--- config.mk ---
export PLATFORM = sky130hd
export DESIGN_NAME = reg_univ_flat
export DESIGN_NICKNAME = d
export VERILOG_FILES = /design/src/rtl/reg_univ_if.sv /design/src/rtl/reg_univ.sv /design/src/flat_wrapper.sv
export SDC_FILE = /design/constraint.sdc
export NUM_CORES = 1
export LEC_CHECK = 0
export BUFFER_PORTS_ARGS = -buffer_cell sky130_fd_sc_hd__buf_2
export CAP_MARGIN = 25
export CORE_ASPECT_RATIO = 0.7
export CORE_MARGIN = 4
export CORE_UTILIZATION = 30
export DETAILED_ROUTE_END_ITERATION = 16
export HOLD_SLACK_MARGIN = 0.05
export PLACE_DENSITY_LB_ADDON = 0.05
export SYNTH_ARGS = -nofsm -noshare
export SYNTH_HDL_FRONTEND = slang
export SYNTH_SLANG_ARGS = --single-unit
--- constraint.sdc ---
create_clock -name clk -period 2.3 [get_ports clk]
set_clock_uncertainty 0.2 [all_clocks]
set_input_delay 0.23 -clock clk [delete_from_list [all_inputs] [get_ports clk]]
set_output_delay 0.23 -clock clk [all_outputs]
set_load 0.05 [all_outputs]
--- src/rtl/reg_univ_if.sv ---
// Operation/data bundle for reg_univ: control, serial inputs, register contents and flags.
// master drives the operation inputs and observes the result; slave is the register itself.
interface reg_univ_if #(
    parameter int WIDTH = 8
);
    logic             EN;
    logic             clr;
    logic [2:0]       mode;
    logic [WIDTH-1:0] Reg_In;
    logic             ser_l;
    logic             ser_r;
    logic [WIDTH-1:0] Reg_Out;
    logic             carry;
    logic             zero;

    // No handshake: every rising edge with EN=1 (or clr=1) consumes the inputs,
    // and the result plus flags are valid from that edge until the next update.
    modport master (
        output EN, clr, mode, Reg_In, ser_l, ser_r,
        input  Reg_Out, carry, zero
    );

    modport slave (
        input  EN, clr, mode, Reg_In, ser_l, ser_r,
        output Reg_Out, carry, zero
    );
endinterface

--- src/rtl/reg_univ.sv ---
// Universal register: load, shift, rotate, inc/dec, clear, with registered carry and zero flags.
// Define REG_UNIV_SAT_EN to make INC/DEC saturate at the ends of the range instead of wrapping.
module reg_univ #(
    parameter int               WIDTH     = 8,
    parameter logic [WIDTH-1:0] RESET_VAL = '0
) (
    input  logic       clk,
    input  logic       res,
    reg_univ_if.slave  bus
);
    typedef enum logic [2:0] {
        M_HOLD = 3'b000,
        M_LOAD = 3'b001,
        M_SHL  = 3'b010,
        M_SHR  = 3'b011,
        M_ROL  = 3'b100,
        M_ROR  = 3'b101,
        M_INC  = 3'b110,
        M_DEC  = 3'b111
    } mode_e;

    mode_e            op;
    logic [WIDTH-1:0] q;
    logic             c_q;
    logic             z_q;
    logic [WIDTH-1:0] q_next;
    logic             c_next;
    logic [WIDTH:0]   inc_full;
    logic [WIDTH:0]   dec_full;

    assign op       = mode_e'(bus.mode);
    // Top bit of the extended result is the carry out (INC) or borrow (DEC).
    assign inc_full = {1'b0, q} + {{WIDTH{1'b0}}, 1'b1};
    assign dec_full = {1'b0, q} - {{WIDTH{1'b0}}, 1'b1};

    always_comb begin
        q_next = q;
        c_next = c_q;
        case (op)
            M_HOLD: begin
                q_next = q;
                c_next = c_q;
            end
            M_LOAD: begin
                q_next = bus.Reg_In;
                c_next = 1'b0;
            end
            M_SHL: begin
                q_next = {q[WIDTH-2:0], bus.ser_r};
                c_next = q[WIDTH-1];
            end
            M_SHR: begin
                q_next = {bus.ser_l, q[WIDTH-1:1]};
                c_next = q[0];
            end
            M_ROL: begin
                q_next = {q[WIDTH-2:0], q[WIDTH-1]};
                c_next = q[WIDTH-1];
            end
            M_ROR: begin
                q_next = {q[0], q[WIDTH-1:1]};
                c_next = q[0];
            end
            M_INC: begin
                c_next = inc_full[WIDTH];
`ifdef REG_UNIV_SAT_EN
                q_next = inc_full[WIDTH] ? q : inc_full[WIDTH-1:0];
`else
                q_next = inc_full[WIDTH-1:0];
`endif
            end
            M_DEC: begin
                c_next = dec_full[WIDTH];
`ifdef REG_UNIV_SAT_EN
                q_next = dec_full[WIDTH] ? q : dec_full[WIDTH-1:0];
`else
                q_next = dec_full[WIDTH-1:0];
`endif
            end
            default: begin
                q_next = q;
                c_next = c_q;
            end
        endcase
    end

    // zero is computed from q_next so it lands on the same edge as the data.
    always_ff @(posedge clk or negedge res) begin
        if (!res) begin
            q   <= RESET_VAL;
            c_q <= 1'b0;
            z_q <= (RESET_VAL == '0);
        end else if (bus.clr) begin
            q   <= '0;
            c_q <= 1'b0;
            z_q <= 1'b1;
        end else if (bus.EN) begin
            q   <= q_next;
            c_q <= c_next;
            z_q <= (q_next == '0);
        end
    end

    assign bus.Reg_Out = q;
    assign bus.carry   = c_q;
    assign bus.zero    = z_q;
endmodule

--- src/flat_wrapper.sv ---
// flat-port wrapper written by rule: the top's interface ports become plain ports
module reg_univ_flat 
#(
    parameter int               WIDTH     = 8,
    parameter logic [WIDTH-1:0] RESET_VAL = '0
)
  (clk, res, bus_EN, bus_clr, bus_mode, bus_Reg_In, bus_ser_l, bus_ser_r, bus_Reg_Out, bus_carry, bus_zero);
  reg_univ_if #(.WIDTH(WIDTH)) bus_i ();
  input  logic clk;
  input  logic res;
  input wire logic [$bits(bus_i.EN)-1:0] bus_EN;
  input wire logic [$bits(bus_i.clr)-1:0] bus_clr;
  input wire logic [$bits(bus_i.mode)-1:0] bus_mode;
  input wire logic [$bits(bus_i.Reg_In)-1:0] bus_Reg_In;
  input wire logic [$bits(bus_i.ser_l)-1:0] bus_ser_l;
  input wire logic [$bits(bus_i.ser_r)-1:0] bus_ser_r;
  output wire logic [$bits(bus_i.Reg_Out)-1:0] bus_Reg_Out;
  output wire logic [$bits(bus_i.carry)-1:0] bus_carry;
  output wire logic [$bits(bus_i.zero)-1:0] bus_zero;
  assign bus_i.EN = bus_EN;
  assign bus_i.clr = bus_clr;
  assign bus_i.mode = bus_mode;
  assign bus_i.Reg_In = bus_Reg_In;
  assign bus_i.ser_l = bus_ser_l;
  assign bus_i.ser_r = bus_ser_r;
  assign bus_Reg_Out = bus_i.Reg_Out;
  assign bus_carry = bus_i.carry;
  assign bus_zero = bus_i.zero;
  reg_univ #(.WIDTH(WIDTH), .RESET_VAL(RESET_VAL)) u_core (.clk(clk), .res(res), .bus(bus_i));
endmodule
==> reports/results.ini <==
[run_status]
status = completed

[cts]
insertion_delay_ns = 0.23
numCtsBuffers = 3
htreeDepth = 1
clk_pin_slew_worst_paths_ns = 0.05
clockBufferDepth = 2
clock_sinks = 10
tritoncts = done
root_buffer = clkbuf_8

[routing]
ant_nets = 0
routed_wl_mm = 3.934
wl_per_cell_um = 16.60
vias = 1222
first_pass_iters = 4
drtIter0Drc = 72
drc = 0
routed_via_density = 5.156

[critical_path]
cp_max_fo = 5
slowest_delay_ns = 0.44
crit_path_start = u_core.bus.Reg_Out[0]
start_kind = flip-flop
end_kind = flip-flop
reg2reg_slack_ns = 0.07
cp_slowest_cell = dfrtp_2
rr_startpoint = u_core.bus.Reg_Out[0]
critical_path_class = reg2reg
reg2reg_depth = 8
crit_required_ns = 2.27
cp_cell_sequence = inv_2 -> ha_4 -> xor2_1 -> a32o_2 -> a211oi_4 -> o211ai_1 -> nor4bb_4 -> a31o_1
reg2reg_to = u_core.bus.zero
critPathArrivalTime_ns = 2.20

[sta]
period_needed_ns = 2.231
finalWorstSetupSlack_ns = 0.06941
hold_viol_final = 0
finalSetupTns_ns = 0
setup_viol_count_final = 0
drv_slew = 0
fmax_ghz = 0.4483
tightest_slew_ns = 0.5210
grt_setup_unrepaired = yes
fin_crit_sh = 0.9698
relSlewSlack = 0.6483

[placement]
gp_congestion = 0.8540
placed_area_um2 = 1464
place_ws_ns = 0.001284
port_buffers = 26
place_hpwl_mm = 3.168
dp.cells = 231

[die]
core-area_um2 = 3970
ioPinCount = 27
dieArea_um2 = 5275
dieWidth_um = 85.11
start_util = 0.3145
rows = 19
dieHeight_um = 61.98

[global_route]
antenna_found_initial = 0
grt_usage = 0.1546
grt_pass1_wl_mm = 6.258
grt_overflow = 0
grt_max_degree = 18
grt_pass1_vias = 1211

[cells_and_area]
n_antenna_cell = 0
finalNonFillerCells = 237
layout-drive-gt1-share = 0.4054
final_nets = 205
final_area_um2 = 1568
post-route-util = 0.3949
area_growth_pct = 25.55

[synthesis]
postSynth.asyncResetShare = 1.000
yosysTopAreaCellShare = 0.1804
ys_top_cells_by_count = a21oi_1 (15), nor2_1 (10), dfrtp_1 (9)
synth_edf_count = 0
syn_area_per_cell_um2 = 8.381
syn_nets = 168
yosys_warnings = 0
synth_largest_area_cell = dfrtp_1
synthTopCellsByArea = dfrtp_1 (18%), a21oi_1 (6.0%), buf_6 (4.5%)
syn_area_um2 = 1249
post-synth-top-count-cell = a21oi_1
synth_cell_types = 58
synth_ff_type = dfrtp_1
ys_ff_latch = 10
synthCells = 149
synth.yosys.seq_area_share = 0.2014

[power]
power_density_nw_per_um2 = 459.5
switchingPower_w = 0.0002701
p_int_w = 0.0004503
comb_power_share = 0.460
netSwitchingFraction = 0.3750
clockPowerShare = 0.257
p_leak_nw = 0.6677
irDropWorstVdd_mv = 0.2757
p_seq_frac = 0.282

[hold_path]
hold_class = in2reg
hp-start = bus_clr
min_path_cells = 2
min_to = u_core.bus.Reg_Out[5]

[job]
maxCapViolations = 0

layout by cell type, fill, tap and decap left out, types with 3 or more instances in the layout:
cell type  netlist  final
xnor2_1          3      3
buf_2            3     26
a211oi_1         5      5
nand3_1          4      4
a21oi_1         15     15
nor2b_1          4      4
xor2_1           5      5
nor3_2           2      3
nand3b_1         3      3
buf_4            3     19
clkbuf_8         2      3
o21ai_0          5      4
nor3_1           4      3
o211ai_1         4      4
nand2_1          7      7
nand2b_1         6      6
dfrtp_1          9      7
mux2i_1          5      5
nor2_1          10     10
stage by stage:
| stage | hold slack (ns) | total power [W] |
|---|---|---|
| floorplan | -0.2656 | 0.0004347 |
| global placement | -0.09431 | 0.0005194 |
| detailed placement | -0.09512 | 0.0005193 |
| CTS | 0.1000 | 0.0007121 |
| global route | 0.1099 | 0.0007714 |
| finish | 0.1008 | 0.0007204 |
logic make-up after synthesis:
group                    after synthesis  synth area share
AO/OA/AOI/OAI                         48            0.2796
XOR/XNOR                               8           0.05611
adder cells (fa/ha/maj)                2           0.02004
buffers and inverters                 19            0.1152
flip-flops                            10            0.2014
multiplexers                           6           0.05812
AND/OR/NAND/NOR                       56            0.2696
layer usage:
| metal | GRT usage | up-vias | wire length [µm] |
|---|---|---|---|
| li1 | - | 622 | - |
| met1 | 0.2198 | 578 | 1975 |
| met2 | 0.2511 | 22 | 1811 |
| met3 | 0.03294 | 0 | 147 |
| met4 | 0.01806 | 0 | 0 |
| met5 | 0 | - | 0 |
registers in the layout, summed over array words and instances, names as in the netlist:
name / flops
u_core.bus.Reg_Out: 8
u_core.bus.carry: 1
u_core.bus.zero: 1
worst max-delay path by stage:
stage | cells after the start | end
4_1_cts | 7 | u_core.bus.zero
6_report | 8 | u_core.bus.zero
3_3_place_gp | 7 | u_core.bus.zero
5_1_grt | 8 | u_core.bus.zero
3_5_place_dp | 7 | u_core.bus.zero
2_1_floorplan | 9 | u_core.bus.zero
what timing repair did:
item                                   in CTS  in global routing
hold buffers                                1                  0
endpoints found under the hold margin      10                  0
gates cloned                                0                  0
setup endpoints to repair                   1                  1
pin swaps                                   0                  5
setup buffers                               0                  1
resized for setup                           1                  9
power groups by stage:
stage | Combinational [W] | Sequential, W | Clock [W]
floorplan | 0.000188 | 0.000247 | 0
global placement | 0.000312 | 0.000207 | 0
detailed placement | 0.000312 | 0.000207 | 0
CTS | 0.000316 | 0.000205 | 0.000191
global route | 0.000363 | 0.000206 | 0.000202
finish | 0.000332 | 0.000203 | 0.000185
critical path, delay by kind of cell (launching register included):
| family | cells | cell delay, ns |
|---|---|---|
| xor+xnor | 1 | 0.14 |
| flops | 1 | 0.44 |
| fa+ha+maj | 1 | 0.20 |
| compound gates | 4 | 0.78 |
| simple gates | 1 | 0.31 |
| buf+inv | 1 | 0.09 |
layout make-up:
class	count	area (µm²)
clock buffer	4	45.04
tap	52	65.06
timing repair buffer	47	294.0
sequential	10	254.0
multi-input combinational	120	894.6
fill	409	2402
inverter	4	15.01
Power figures use the tool's default switching activity.
